`config.mk`:
```
export PLATFORM = sky130hd
export DESIGN_NAME = xor_update_issuer_flat
export DESIGN_NICKNAME = d
export VERILOG_FILES = /design/src/rtl/xor_update_if.sv /design/src/rtl/xor_update_issuer.sv /design/src/flat_wrapper.sv
export SDC_FILE = /design/constraint.sdc
export NUM_CORES = 1
export LEC_CHECK = 0
export CAP_MARGIN = 25
export CORE_AREA = 5 5 325 327
export CTS_CLUSTER_SIZE = 30
export DETAILED_ROUTE_END_ITERATION = 7
export DIE_AREA = 0 0 330 332
export PLACE_DENSITY_LB_ADDON = 0.05
export SLEW_MARGIN = 20
export SYNTH_ARGS = -nofsm -noshare
export SYNTH_HDL_FRONTEND = slang
export SYNTH_SLANG_ARGS = --single-unit
export TNS_END_PERCENT = 50
```
`constraint.sdc`:
```
create_clock -name clk -period 7.7 [get_ports clk]
set_input_delay 1.54 -clock clk [delete_from_list [all_inputs] [get_ports clk]]
set_output_delay 1.54 -clock clk [all_outputs]
set_load 0.01 [all_outputs]
```
`src/rtl/xor_update_if.sv`:
```
// xor_update_if
//   Bundles the request, bank-read and write-pipeline signals of the XOR update
//   issuer.
//   slave  : issuer side. Takes requests and read data. Drives ready, read
//            address, write-pipeline outputs and status.
//   master : requester/bank side (the mirror image of slave).
interface xor_update_if #(
    parameter int NUM_MUL     = 4,
    parameter int INDEX_WIDTH = 12,
    parameter int DATA_WIDTH  = 64
);
    logic                            req_valid;
    logic                            req_ready;
    logic [INDEX_WIDTH-1:0]          req_index;
    logic [NUM_MUL-1:0]              req_mask;
    logic [NUM_MUL*DATA_WIDTH-1:0]   req_xor;
    logic [INDEX_WIDTH-1:0]          rd_index;
    logic [NUM_MUL*DATA_WIDTH-1:0]   rd_out_update;
    logic                            write_reg_0_valid;
    logic [INDEX_WIDTH-1:0]          write_reg_0_index;
    logic [NUM_MUL-1:0]              arbiter_result;
    logic [NUM_MUL*DATA_WIDTH-1:0]   write_reg_11_xor;
    logic                            busy;
    logic [31:0]                     stall_count;

    modport slave (
        input  req_valid, req_index, req_mask, req_xor, rd_out_update,
        output req_ready, rd_index, write_reg_0_valid, write_reg_0_index,
               arbiter_result, write_reg_11_xor, busy, stall_count
    );

    modport master (
        output req_valid, req_index, req_mask, req_xor, rd_out_update,
        input  req_ready, rd_index, write_reg_0_valid, write_reg_0_index,
               arbiter_result, write_reg_11_xor, busy, stall_count
    );
endinterface

```
`src/rtl/xor_update_issuer.sv`:
```
// xor_update_issuer
//   Read-modify-write initiator for a NUM_MUL-bank update block. An accepted
//   request reads its index from the banks and XORs the returned words with
//   the request operand. It then drives the write pipeline with the cycle
//   offsets the bank side expects. The bank side has no forwarding, so a
//   request stalls while an overlapping update to the same index is in flight.
//   Ports:
//     clk, reset  : single clock; synchronous active-high reset
//     bus (slave) : request handshake (req_*), bank read (rd_index,
//                   rd_out_update), write pipeline (write_reg_0_*,
//                   arbiter_result, write_reg_11_xor), busy and stall_count
module xor_update_issuer #(
    parameter int NUM_MUL     = 4,
    parameter int INDEX_WIDTH = 12,
    parameter int DATA_WIDTH  = 64,
    parameter int RD_LAT      = 2
) (
    input  logic        clk,
    input  logic        reset,
    xor_update_if.slave bus
);
    // The hazard window covers the accept cycle plus RD_LAT+2 registered slots,
    // RD_LAT+3 cycles in total, ending when the bank commits the entry.
    // Slot s holds the request that was accepted s+1 cycles ago.
    localparam int DEPTH = RD_LAT + 2;
    localparam int CAP   = RD_LAT - 1;   // slot present when read data returns
    localparam int LW    = NUM_MUL * DATA_WIDTH;

    logic [DEPTH-1:0]       vld_q, vld_d;
    logic [INDEX_WIDTH-1:0] idx_q [DEPTH];
    logic [INDEX_WIDTH-1:0] idx_d [DEPTH];
    logic [NUM_MUL-1:0]     msk_q [DEPTH];
    logic [NUM_MUL-1:0]     msk_d [DEPTH];
    // The operand is needed only until the read data returns.
    logic [LW-1:0]          xor_q [RD_LAT];
    logic [LW-1:0]          xor_d [RD_LAT];
    logic [INDEX_WIDTH-1:0] last_idx_q, last_idx_d;
    logic [NUM_MUL-1:0]     arb_q, arb_d;
    logic [LW-1:0]          wr11_q, wr11_d;
    logic [31:0]            stall_q, stall_d;
    logic                   hazard;
    logic                   ready;
    logic                   accept;

    // Only lane-overlapping entries count as hazards. An entry with mask 0
    // writes nothing, so it never blocks another request.
    always_comb begin
        hazard = 1'b0;
        for (int s = 0; s < DEPTH; s++) begin
            if (vld_q[s] && (idx_q[s] == bus.req_index) && |(msk_q[s] & bus.req_mask))
                hazard = 1'b1;
        end
    end

    assign ready  = ~reset & ~hazard;
    assign accept = bus.req_valid & ready;

    assign bus.req_ready        = ready;
    assign bus.rd_index         = accept ? bus.req_index : last_idx_q;
    assign bus.arbiter_result   = arb_q;
    assign bus.write_reg_11_xor = wr11_q;
    assign bus.busy             = |vld_q;
    assign bus.stall_count      = stall_q;

    always_comb begin
        vld_d    = {vld_q[DEPTH-2:0], accept};
        idx_d[0] = bus.req_index;
        msk_d[0] = bus.req_mask;
        for (int s = 1; s < DEPTH; s++) begin
            idx_d[s] = idx_q[s-1];
            msk_d[s] = msk_q[s-1];
        end
        xor_d[0] = bus.req_xor;
        for (int s = 1; s < RD_LAT; s++) begin
            xor_d[s] = xor_q[s-1];
        end
        last_idx_d = accept ? bus.req_index : last_idx_q;
        // Every lane is XORed. Only the lanes enabled in arbiter_result are
        // meaningful to the bank.
        arb_d  = vld_q[CAP] ? msk_q[CAP] : '0;
        wr11_d = vld_q[CAP] ? (bus.rd_out_update ^ xor_q[CAP]) : wr11_q;
        stall_d = stall_q;
        if (bus.req_valid && !ready && (stall_q != '1))
            stall_d = stall_q + 32'd1;
    end

    always_ff @(posedge clk) begin
        if (reset) begin
            vld_q <= '0;
            for (int s = 0; s < DEPTH; s++) begin
                idx_q[s] <= '0;
                msk_q[s] <= '0;
            end
            for (int s = 0; s < RD_LAT; s++) begin
                xor_q[s] <= '0;
            end
            last_idx_q <= '0;
            arb_q      <= '0;
            wr11_q     <= '0;
            stall_q    <= '0;
        end else begin
            vld_q      <= vld_d;
            idx_q      <= idx_d;
            msk_q      <= msk_d;
            xor_q      <= xor_d;
            last_idx_q <= last_idx_d;
            arb_q      <= arb_d;
            wr11_q     <= wr11_d;
            stall_q    <= stall_d;
        end
    end

    // The write pipeline entry pulse comes RD_LAT-1 cycles after accept. With
    // RD_LAT=1 that is the accept cycle itself, so the pulse cannot be
    // registered and is driven combinationally.
    generate
        if (RD_LAT == 1) begin : g_wr0_comb
            assign bus.write_reg_0_valid = accept;
            assign bus.write_reg_0_index = bus.req_index;
        end else begin : g_wr0_reg
            logic                   src_valid;
            logic [INDEX_WIDTH-1:0] src_index;
            logic                   wr0_valid_q, wr0_valid_d;
            logic [INDEX_WIDTH-1:0] wr0_index_q, wr0_index_d;

            if (RD_LAT == 2) begin : g_src_accept
                assign src_valid = accept;
                assign src_index = bus.req_index;
            end else begin : g_src_pipe
                assign src_valid = vld_q[RD_LAT-3];
                assign src_index = idx_q[RD_LAT-3];
            end

            always_comb begin
                wr0_valid_d = src_valid;
                wr0_index_d = src_valid ? src_index : wr0_index_q;
            end

            always_ff @(posedge clk) begin
                if (reset) begin
                    wr0_valid_q <= 1'b0;
                    wr0_index_q <= '0;
                end else begin
                    wr0_valid_q <= wr0_valid_d;
                    wr0_index_q <= wr0_index_d;
                end
            end

            assign bus.write_reg_0_valid = wr0_valid_q;
            assign bus.write_reg_0_index = wr0_index_q;
        end
    endgenerate
endmodule

```
`src/flat_wrapper.sv`:
```
// flat-port wrapper written by rule: the top's interface ports become plain ports
module xor_update_issuer_flat 
#(
    parameter int NUM_MUL     = 4,
    parameter int INDEX_WIDTH = 12,
    parameter int DATA_WIDTH  = 64,
    parameter int RD_LAT      = 2
)
  (clk, reset, bus_req_valid, bus_req_index, bus_req_mask, bus_req_xor, bus_rd_out_update, bus_req_ready, bus_rd_index, bus_write_reg_0_valid, bus_write_reg_0_index, bus_arbiter_result, bus_write_reg_11_xor, bus_busy, bus_stall_count);
  xor_update_if #(.NUM_MUL(NUM_MUL), .INDEX_WIDTH(INDEX_WIDTH), .DATA_WIDTH(DATA_WIDTH)) bus_i ();
  input  logic clk;
  input  logic reset;
  input wire logic [$bits(bus_i.req_valid)-1:0] bus_req_valid;
  input wire logic [$bits(bus_i.req_index)-1:0] bus_req_index;
  input wire logic [$bits(bus_i.req_mask)-1:0] bus_req_mask;
  input wire logic [$bits(bus_i.req_xor)-1:0] bus_req_xor;
  input wire logic [$bits(bus_i.rd_out_update)-1:0] bus_rd_out_update;
  output wire logic [$bits(bus_i.req_ready)-1:0] bus_req_ready;
  output wire logic [$bits(bus_i.rd_index)-1:0] bus_rd_index;
  output wire logic [$bits(bus_i.write_reg_0_valid)-1:0] bus_write_reg_0_valid;
  output wire logic [$bits(bus_i.write_reg_0_index)-1:0] bus_write_reg_0_index;
  output wire logic [$bits(bus_i.arbiter_result)-1:0] bus_arbiter_result;
  output wire logic [$bits(bus_i.write_reg_11_xor)-1:0] bus_write_reg_11_xor;
  output wire logic [$bits(bus_i.busy)-1:0] bus_busy;
  output wire logic [$bits(bus_i.stall_count)-1:0] bus_stall_count;
  assign bus_i.req_valid = bus_req_valid;
  assign bus_i.req_index = bus_req_index;
  assign bus_i.req_mask = bus_req_mask;
  assign bus_i.req_xor = bus_req_xor;
  assign bus_i.rd_out_update = bus_rd_out_update;
  assign bus_req_ready = bus_i.req_ready;
  assign bus_rd_index = bus_i.rd_index;
  assign bus_write_reg_0_valid = bus_i.write_reg_0_valid;
  assign bus_write_reg_0_index = bus_i.write_reg_0_index;
  assign bus_arbiter_result = bus_i.arbiter_result;
  assign bus_write_reg_11_xor = bus_i.write_reg_11_xor;
  assign bus_busy = bus_i.busy;
  assign bus_stall_count = bus_i.stall_count;
  xor_update_issuer #(.NUM_MUL(NUM_MUL), .INDEX_WIDTH(INDEX_WIDTH), .DATA_WIDTH(DATA_WIDTH), .RD_LAT(RD_LAT)) u_core (.clk(clk), .reset(reset), .bus(bus_i));
endmodule
```
==> Yosys cells after proc, flatten, opt, wreduce, memory -nomap -nowiden <==
Index checks and enable logic that the tools add are counted.
{ "totals": {"in_bits": 531, "output_inout_bits": 319, "reg_bits": 897} }
{ "classes": {"n_eq_ne": 5, "muxes": 5, "add_sub_neg": 1, "bitwise_logic": 10, "reduce_logical": 17} }
{ "op_table": {"columns": ["op", "n"], "rows": [
  ["bitwise XOR 256 bit", 1],
  ["equality test 12 bit", 4],
  ["adder 32 x 1 -> 32 bit (second input constant)", 1],
  ["!= test 32 bit (second input constant)", 1],
  ["OR reduction 4 bit", 5],
  ["AND 4 bit", 4],
  ["two-way mux 12 bit", 1],
  ["logical AND 1 bit", 10],
  ["two-way mux 1 bit", 4],
  ["NOT 1 bit", 3],
  ["AND 1 bit", 2],
  ["OR reduction 2 bit", 1],
  ["zero test 1 bit", 1]
]} }

==> Longest topological paths before layout <==
Gate-level depths: netlist of run 1.
{ "logic_depth": {"ltp_word": 12, "depth_mapped": 10} }

==> Least setup slack after synthesis of run 1 <==
Ideal clock, no wire load.
{ "synth_timing": {"kind": "in2out", "startpoint": "input port bus_req_index[4]", "endpoint": "output port bus_rd_index[2]", "arrival_time_ns": 3.216, "required_time_ns": 6.160, "path_buffers": 2, "cell_stages": 9, "setup_slack_ns": 2.944, "path_cell_list": "buf_2 xor2_1 nor4_1 nand4_1 o22ai_2 nor3_2 nand2_4 buf_4 mux2_1"} }
{ "synth_between": {"elab_chain_cells": 11, "elab_cells_between_ends": 20, "cone_classes": "eq/ne: 4; mux: 5; bitwise: 3; reduce/logical: 8"} }
{ "synth_lines": {"columns": ["item", "line", "rtl"], "rows": [
  ["start, declared", "flat_wrapper.sv:14", "input wire logic [$bits(bus_i.req_index)-1:0] bus_req_index;"],
  ["equality test 12 bit", "xor_update_issuer.sv:50", "if (vld_q[s] && (idx_q[s] == bus.req_index) && |(msk_q[s] & bus.req_mask))"],
  ["logical AND 1 bit (2 in series)", "xor_update_issuer.sv:50", null],
  ["two-way mux 1 bit (3 in series)", "xor_update_issuer.sv:50", null],
  ["two-way mux 1 bit *", "xor_update_issuer.sv:50", null],
  ["NOT 1 bit *", "xor_update_issuer.sv:55", "assign ready = ~reset & ~hazard;"],
  ["AND 1 bit *", "xor_update_issuer.sv:55", null],
  ["AND 1 bit *", "xor_update_issuer.sv:56", "assign accept = bus.req_valid & ready;"],
  ["two-way mux 12 bit *", "xor_update_issuer.sv:59", "assign bus.rd_index = accept ? bus.req_index : last_idx_q;"],
  ["end, declared", "flat_wrapper.sv:19", "output wire logic [$bits(bus_i.rd_index)-1:0] bus_rd_index;"]
]} }
Mark *: on every way between the ends. The rest lies on a longest branch, timed or not.

==> Final worst setup path of run 1 <==
{ "layout_timing": {"startpoint": "input port bus_req_index[8]", "endpoint": "output port bus_rd_index[10]"} }
Same word-level chain as after synthesis.

==> flow_summary.toml, run 1 <==
[timing]
setup_tns_ns = 0
max_freq_mhz = 161
worstMarginPinSlew_ns = 1.04
fin_crit_sh = 0.808
period_needed_ns = 6.22
max-slew-margin-rel = 0.308
rsz0062_at_grt = "no"
hold_violations = 0
hold-worst-slack_ns = 0.426
slew_viol_final = 0
setup_violations = 0
fin_worst_skew_ns = 0.0156

[yosys]
muxShareOfSynthArea = 0.0155
ys_seq_area_frac = 0.604
synth_warnings = 0
synthSimpleGateAreaFrac = 0.184
ys_types = 38
syn_area_um2 = 29700
synth_seq_cells = 896
synth_xor_area_frac = 0.0896
synth.avg_cell_area_um2 = 10.9
synth-async-reset-ratio = 0
synth_top_family_by_area = "simple AND/OR/NAND/NOR gates"
yosys.area.top_type = "dfxtp_1"
synth-compound-area-share = 0.0792
synthAdderAreaFrac = 0.000421
synthCells = 2737
synth_top_cells_by_area = "dfxtp_1 (60%), nor2b_1 (13%), xnor2_1 (7.9%)"
synth_top_area_share = 0.604
synth_ff_type = "dfxtp_1"
synth_fp_nets = 3269
synth_edf_count = 0

[flow_run]
drv_cap = 0

[clock_tree]
cts_buffer_depth = 3
post_cts_resized = 0
cts_root_buffer = "clkbuf_16"
cts_tree = "done"
clock_latency_ns = 0.66
post_cts_buffers = 0
cts_buffers = 103
cts.sinks = 896
ctsHoldBuffers = 0
htree_num_levels = 3
path_clk_slew_ns = 0.06

[setup_path]
critPathLaunchType = "input pin"
cp_data_arrival_time_ns = 4.68
criticalPathCategory = "in -> out"
crit_fanout = 37
worstReg2RegEnd = "u_core.bus.write_reg_11_xor[160]$_SDFFE_PP0P_"
ff2ff_setup_slack_ns = 3.82
cp.required_ns = 6.16
reg2regPathDepth = 5
r2r_start = "u_core.vld_q[1]$_SDFF_PP0_"
crit_path_end_kind = "output pin"

[final_layout]
stdcell_area_um2 = 42700
final_nets = 4051
layout_common_cells = "dfxtp_1 (895), clkdlybuf4s50_1 (848), nor2b_1 (607), xnor2_1 (267), nor2_1 (265)"
utilization = 0.416
fillerInstances = 9903
final_common_cell = "dfxtp_1"
area_delta_synth_final_pct = 43.8
drive_gt1_frac = 0.0592

[worst_hold_path]
hp-start = "u_core.xor_d[131]$_SDFF_PP0_"
hold_depth = 1
hold_path_class = "reg -> reg"
holdPathEnd = "u_core.xor_q[131]$_SDFF_PP0_"

[power_and_ir_drop]
p_per_area_nw_per_um2 = 252
leakage_nw = 15.2
peakVddDrop_mv = 0.159

[die]
rows = 118
die_w_um = 330
die_area_um2 = 110000
ios = 850
coreArea_um2 = 103000
fp.dieH_um = 332
start_util = 0.290

[drt]
viasPerCell = 4.21
wire_per_inst_um = 19.6
drc_errors = 0
drt_iter0_drc = 899
dr_total_vias = 21100
ant_nets = 0
wl_mm = 98.1
first_pass_iters = 4

[place]
place_congestion = 0.845
dpl-instance-area_um2 = 39300
place_hpwl_mm = 72.9
port_buffers = 849

[global_routing]
antenna_found_initial = 50
grt_max_degree = 214
grt_pass1_vias = 21300
grt_usage = 0.171
grt_pass1_wl_mm = 141
grt.overflow.total = 0

[status]
status = "finished clean"
==> worst max path at each step <==
stage                          start          endpoint  slack, ns  depth (start not counted)
floorplan           bus_req_index[4]   bus_rd_index[2]       2.94                          9
global placement    bus_req_index[7]   bus_rd_index[3]       1.54                          9
detailed placement  bus_req_index[8]  bus_rd_index[10]       1.48                          9
CTS                 bus_req_index[8]  bus_rd_index[10]       1.46                          9
global route        bus_req_index[8]  bus_rd_index[10]       1.32                          9
finish              bus_req_index[8]  bus_rd_index[10]       1.48                          9
==> stage by stage <==
stage | std cells | power (W) | worst slack (ns)
after global placement | 4793 | 0.00605 | 1.54
after floorplan | 2737 | 0.00549 | 2.94
after CTS | 4979 | 0.0110 | 1.46
after detailed placement | 4793 | 0.00606 | 1.48
after global routing | 4985 | 0.0112 | 1.32
final | 4998 | 0.0108 | 1.48
==> cells by family (layout without fill, tap and decap cells) <==
family / count (synthesis) / after routing
compound gates: 321 / 321
other cells: 0 / 18
fa+ha+maj: 1 / 1
simple gates: 982 / 982
flops: 896 / 896
mux: 41 / 41
buf+inv: 192 / 1055
xor+xnor: 304 / 304
==> synthesized netlist by cell type (2+ instances only) <==
library cell    n
a211oi_1      257
a21oi_1        26
a22oi_1         8
and2_1          5
and3_1          9
buf_1          10
buf_2          12
buf_4           6
buf_6           7
clkbuf_1      152
dfxtp_1       896
inv_1           5
mux2_1         11
mux2_2         30
nand2_1        13
nand3_1        18
nand4_1        15
nor2_1        265
nor2b_1       607
nor3_1          7
nor3_2          2
nor4_1          9
o21ai_0         2
o31ai_1        22
o41ai_1         4
or4_1          23
or4b_1          3
xnor2_1       267
xor2_1         37
==> registers in the layout, summed over array words and instances, names as in the netlist, 32 cells and up <==
name / count
u_core.bus.stall_count: 32
u_core.xor_d: 256
u_core.idx_d: 36
u_core.bus.write_reg_11_xor: 256
u_core.xor_q: 256
==> layer usage <==
metal | track usage | wire length (um)
met2 | 0.298 | 47800
met3 | 0.0828 | 10900
met4 | 0.0571 | 2830
met1 | 0.181 | 36300
met5 | 0 | 264
==> where the power goes <==
group	switching [W]	total, W	internal [W]
clock network	0.00192	0.00481	0.00288
registers	0.0000957	0.00495	0.00486
logic	0.000396	0.000992	0.000596
total	0.00241	0.0108	0.00834
==> worst max-delay path, stage by stage <==
cell and delay (ns):
clkdlybuf4s50_1 0.67, xor2_1 0.27, nor4_1 0.36, nand4_1 0.17, o22ai_2 0.23, nor3_4 0.08, nand2_4 0.42, mux2_2 0.41
clkdlybuf4s50_1 0.49
==> final cells by class <==
class                           count  area, um^2  area share
Antenna cell                       18        45.0     0.00105
Clock buffer                      159        3130      0.0733
Clock inverter                     27         231     0.00542
Inverter                            5        18.8    0.000439
Multi-Input combinational cell   1649       11000       0.257
Sequential cell                   896       17900       0.420
Tap cell                         1380        1730      0.0404
Timing Repair Buffer              864        8660       0.203
Power figures use the tool's default switching activity.
==> run 2: changes to the inputs <==
==> constraint.sdc (replaced) <==
create_clock -name clk -period 5.83 [get_ports clk]
set_input_delay 1.166 -clock clk [delete_from_list [all_inputs] [get_ports clk]]
set_output_delay 1.166 -clock clk [all_outputs]
set_load 0.01 [all_outputs]
==> run 2 against run 1 <==
Net effect:
- count of clock-buffer cells in the layout fell by 4
- worst setup slack worse by 0.92 ns
- core utilization is essentially flat
==> flow_summary.toml, run 2 (same netlist as run 1, synthesis figures left out) <==
[drt]
drc_errors = 0
ant_nets = 0
dr_total_vias = 21200
wl_mm = 99.1
drt_iter0_drc = 844
wire_per_inst_um = 19.8
first_pass_iters = 5
viasPerCell = 4.23

[final_layout]
utilization = 0.417
final_nets = 4062
drive_gt1_frac = 0.0612
final_common_cell = "dfxtp_1"
stdcell_area_um2 = 42800
area_delta_synth_final_pct = 43.9
layout_common_cells = "dfxtp_1 (895), clkdlybuf4s50_1 (848), nor2b_1 (607), xnor2_1 (267), nor2_1 (265)"

[timing]
max-slew-margin-rel = 0.235
setup_tns_ns = 0
layout_setup_ws_ns = 0.557
worstMarginPinSlew_ns = 1.15
fin_crit_sh = 0.905
slew_viol_final = 0
period_needed_ns = 5.27
fin_worst_skew_ns = 0.0135
max_freq_mhz = 190
hold_violations = 0
setup_violations = 0
rsz0062_at_grt = "no"

[clock_tree]
cts_tree = "done"
htree_num_levels = 3
cts.sinks = 896
cts_buffer_depth = 3
post_cts_resized = 0
path_clk_slew_ns = 0.06
ctsHoldBuffers = 0
post_cts_buffers = 0
cts_buffers = 100
clock_latency_ns = 0.66
cts_root_buffer = "clkbuf_16"

[setup_path]
criticalPathCategory = "in -> out"
crit_fanout = 24
cp_data_arrival_time_ns = 4.11
cp.required_ns = 4.66
ff2ff_setup_slack_ns = 2.50
worstReg2RegEnd = "u_core.bus.stall_count[5]$_SDFFE_PP0P_"
cp-startpoint = "bus_req_index[11]"
crit_path_end_kind = "output pin"
reg2regPathDepth = 8
r2r_start = "u_core.bus.stall_count[6]$_SDFFE_PP0P_"
critPathLaunchType = "input pin"

[place]
dpl-instance-area_um2 = 39400
place_hpwl_mm = 74.5
place_congestion = 0.880
place_ws_ns = 0.601
port_buffers = 849

[global_routing]
antenna_found_initial = 39
grt_pass1_vias = 21600
grt_pass1_wl_mm = 144
grt.overflow.total = 0
grt_usage = 0.173
grt_max_degree = 204

[power_and_ir_drop]
peakVddDrop_mv = 0.204
p_per_area_nw_per_um2 = 330
leakage_nw = 15.2
power_w = 0.0141

[die]
fp.dieH_um = 332
die_w_um = 330
ios = 850
coreArea_um2 = 103000
start_util = 0.290
rows = 118
die_area_um2 = 110000

[status]
status = "finished clean"

[worst_hold_path]
hold_path_class = "reg -> reg"
hold_depth = 1
holdPathEnd = "u_core.xor_q[28]$_SDFF_PP0_"
hp-start = "u_core.xor_d[28]$_SDFF_PP0_"

[flow_run]
drv_cap = 0
==> run 2: changes by cell type in the layout (fill, tap and decap cells not counted), sizes merged <==
| cell | before | now |
|---|---|---|
| buf | 16 | 30 |
| clkinv | 21 | 14 |
| clkbuf | 159 | 155 |
| clkinvlp | 1 | 4 |
| inv | 7 | 9 |
| bufinv | 3 | 4 |
==> run 2: worst max-delay path, cell delays in order <==
cell and delay, ns:
clkdlybuf4s50_1 0.60, xor2_1 0.25, nor4_1 0.44, nand4_1 0.19
o22ai_2 0.18, nor3_4 0.08, nand2_4 0.31, mux2_1 0.38
clkdlybuf4s50_1 0.49
==> run 2: worst max-delay path by stage <==
stage / endpoint / slack [ns] / cells past startpoint
after floorplan: bus_rd_index[2] / 1.82 / 9
after global placement: bus_rd_index[7] / 0.63 / 9
after detailed placement: bus_rd_index[7] / 0.60 / 9
after CTS: bus_rd_index[7] / 0.59 / 9
after global routing: bus_rd_index[7] / 0.46 / 9
final: bus_rd_index[7] / 0.56 / 9
==> run 2: cell type report <==
cell class / count / area [um^2]
clock buffer: 155 / 3010
fill: 9949 / 59800
antenna: 18 / 45.0
clock inverter: 26 / 270
inverter: 5 / 18.8
sequential: 896 / 17900
tap: 1380 / 1730
multi-input combinational: 1649 / 11000
timing repair buffer: 878 / 8780
==> run 2: layer usage <==
| metal | global-route usage | part of all wire | up-vias |
|---|---|---|---|
| met1 | 0.188 | 0.38 | 9704 |
| met2 | 0.304 | 0.49 | 673 |
| li1 | - | - | 10600 |
| met3 | 0.0766 | 0.098 | 164 |
| met5 | 0 | 0.0015 | - |
| met4 | 0.0536 | 0.029 | 24 |
==> run 2: through the flow <==
step,hold slack [ns],instances
floorplan,0.414,2737
detailed placement,0.420,4805
global route,0.429,4995
global placement,0.415,4805
finish,0.427,5007
CTS,0.428,4986
==> run 2: report_power, final <==
group          switching, W  internal (W)  leakage, nW
Sequential         0.000126       0.00642         7.38
Combinational      0.000530      0.000794         6.25
Clock               0.00253       0.00372         1.61
Total               0.00319        0.0109         15.2
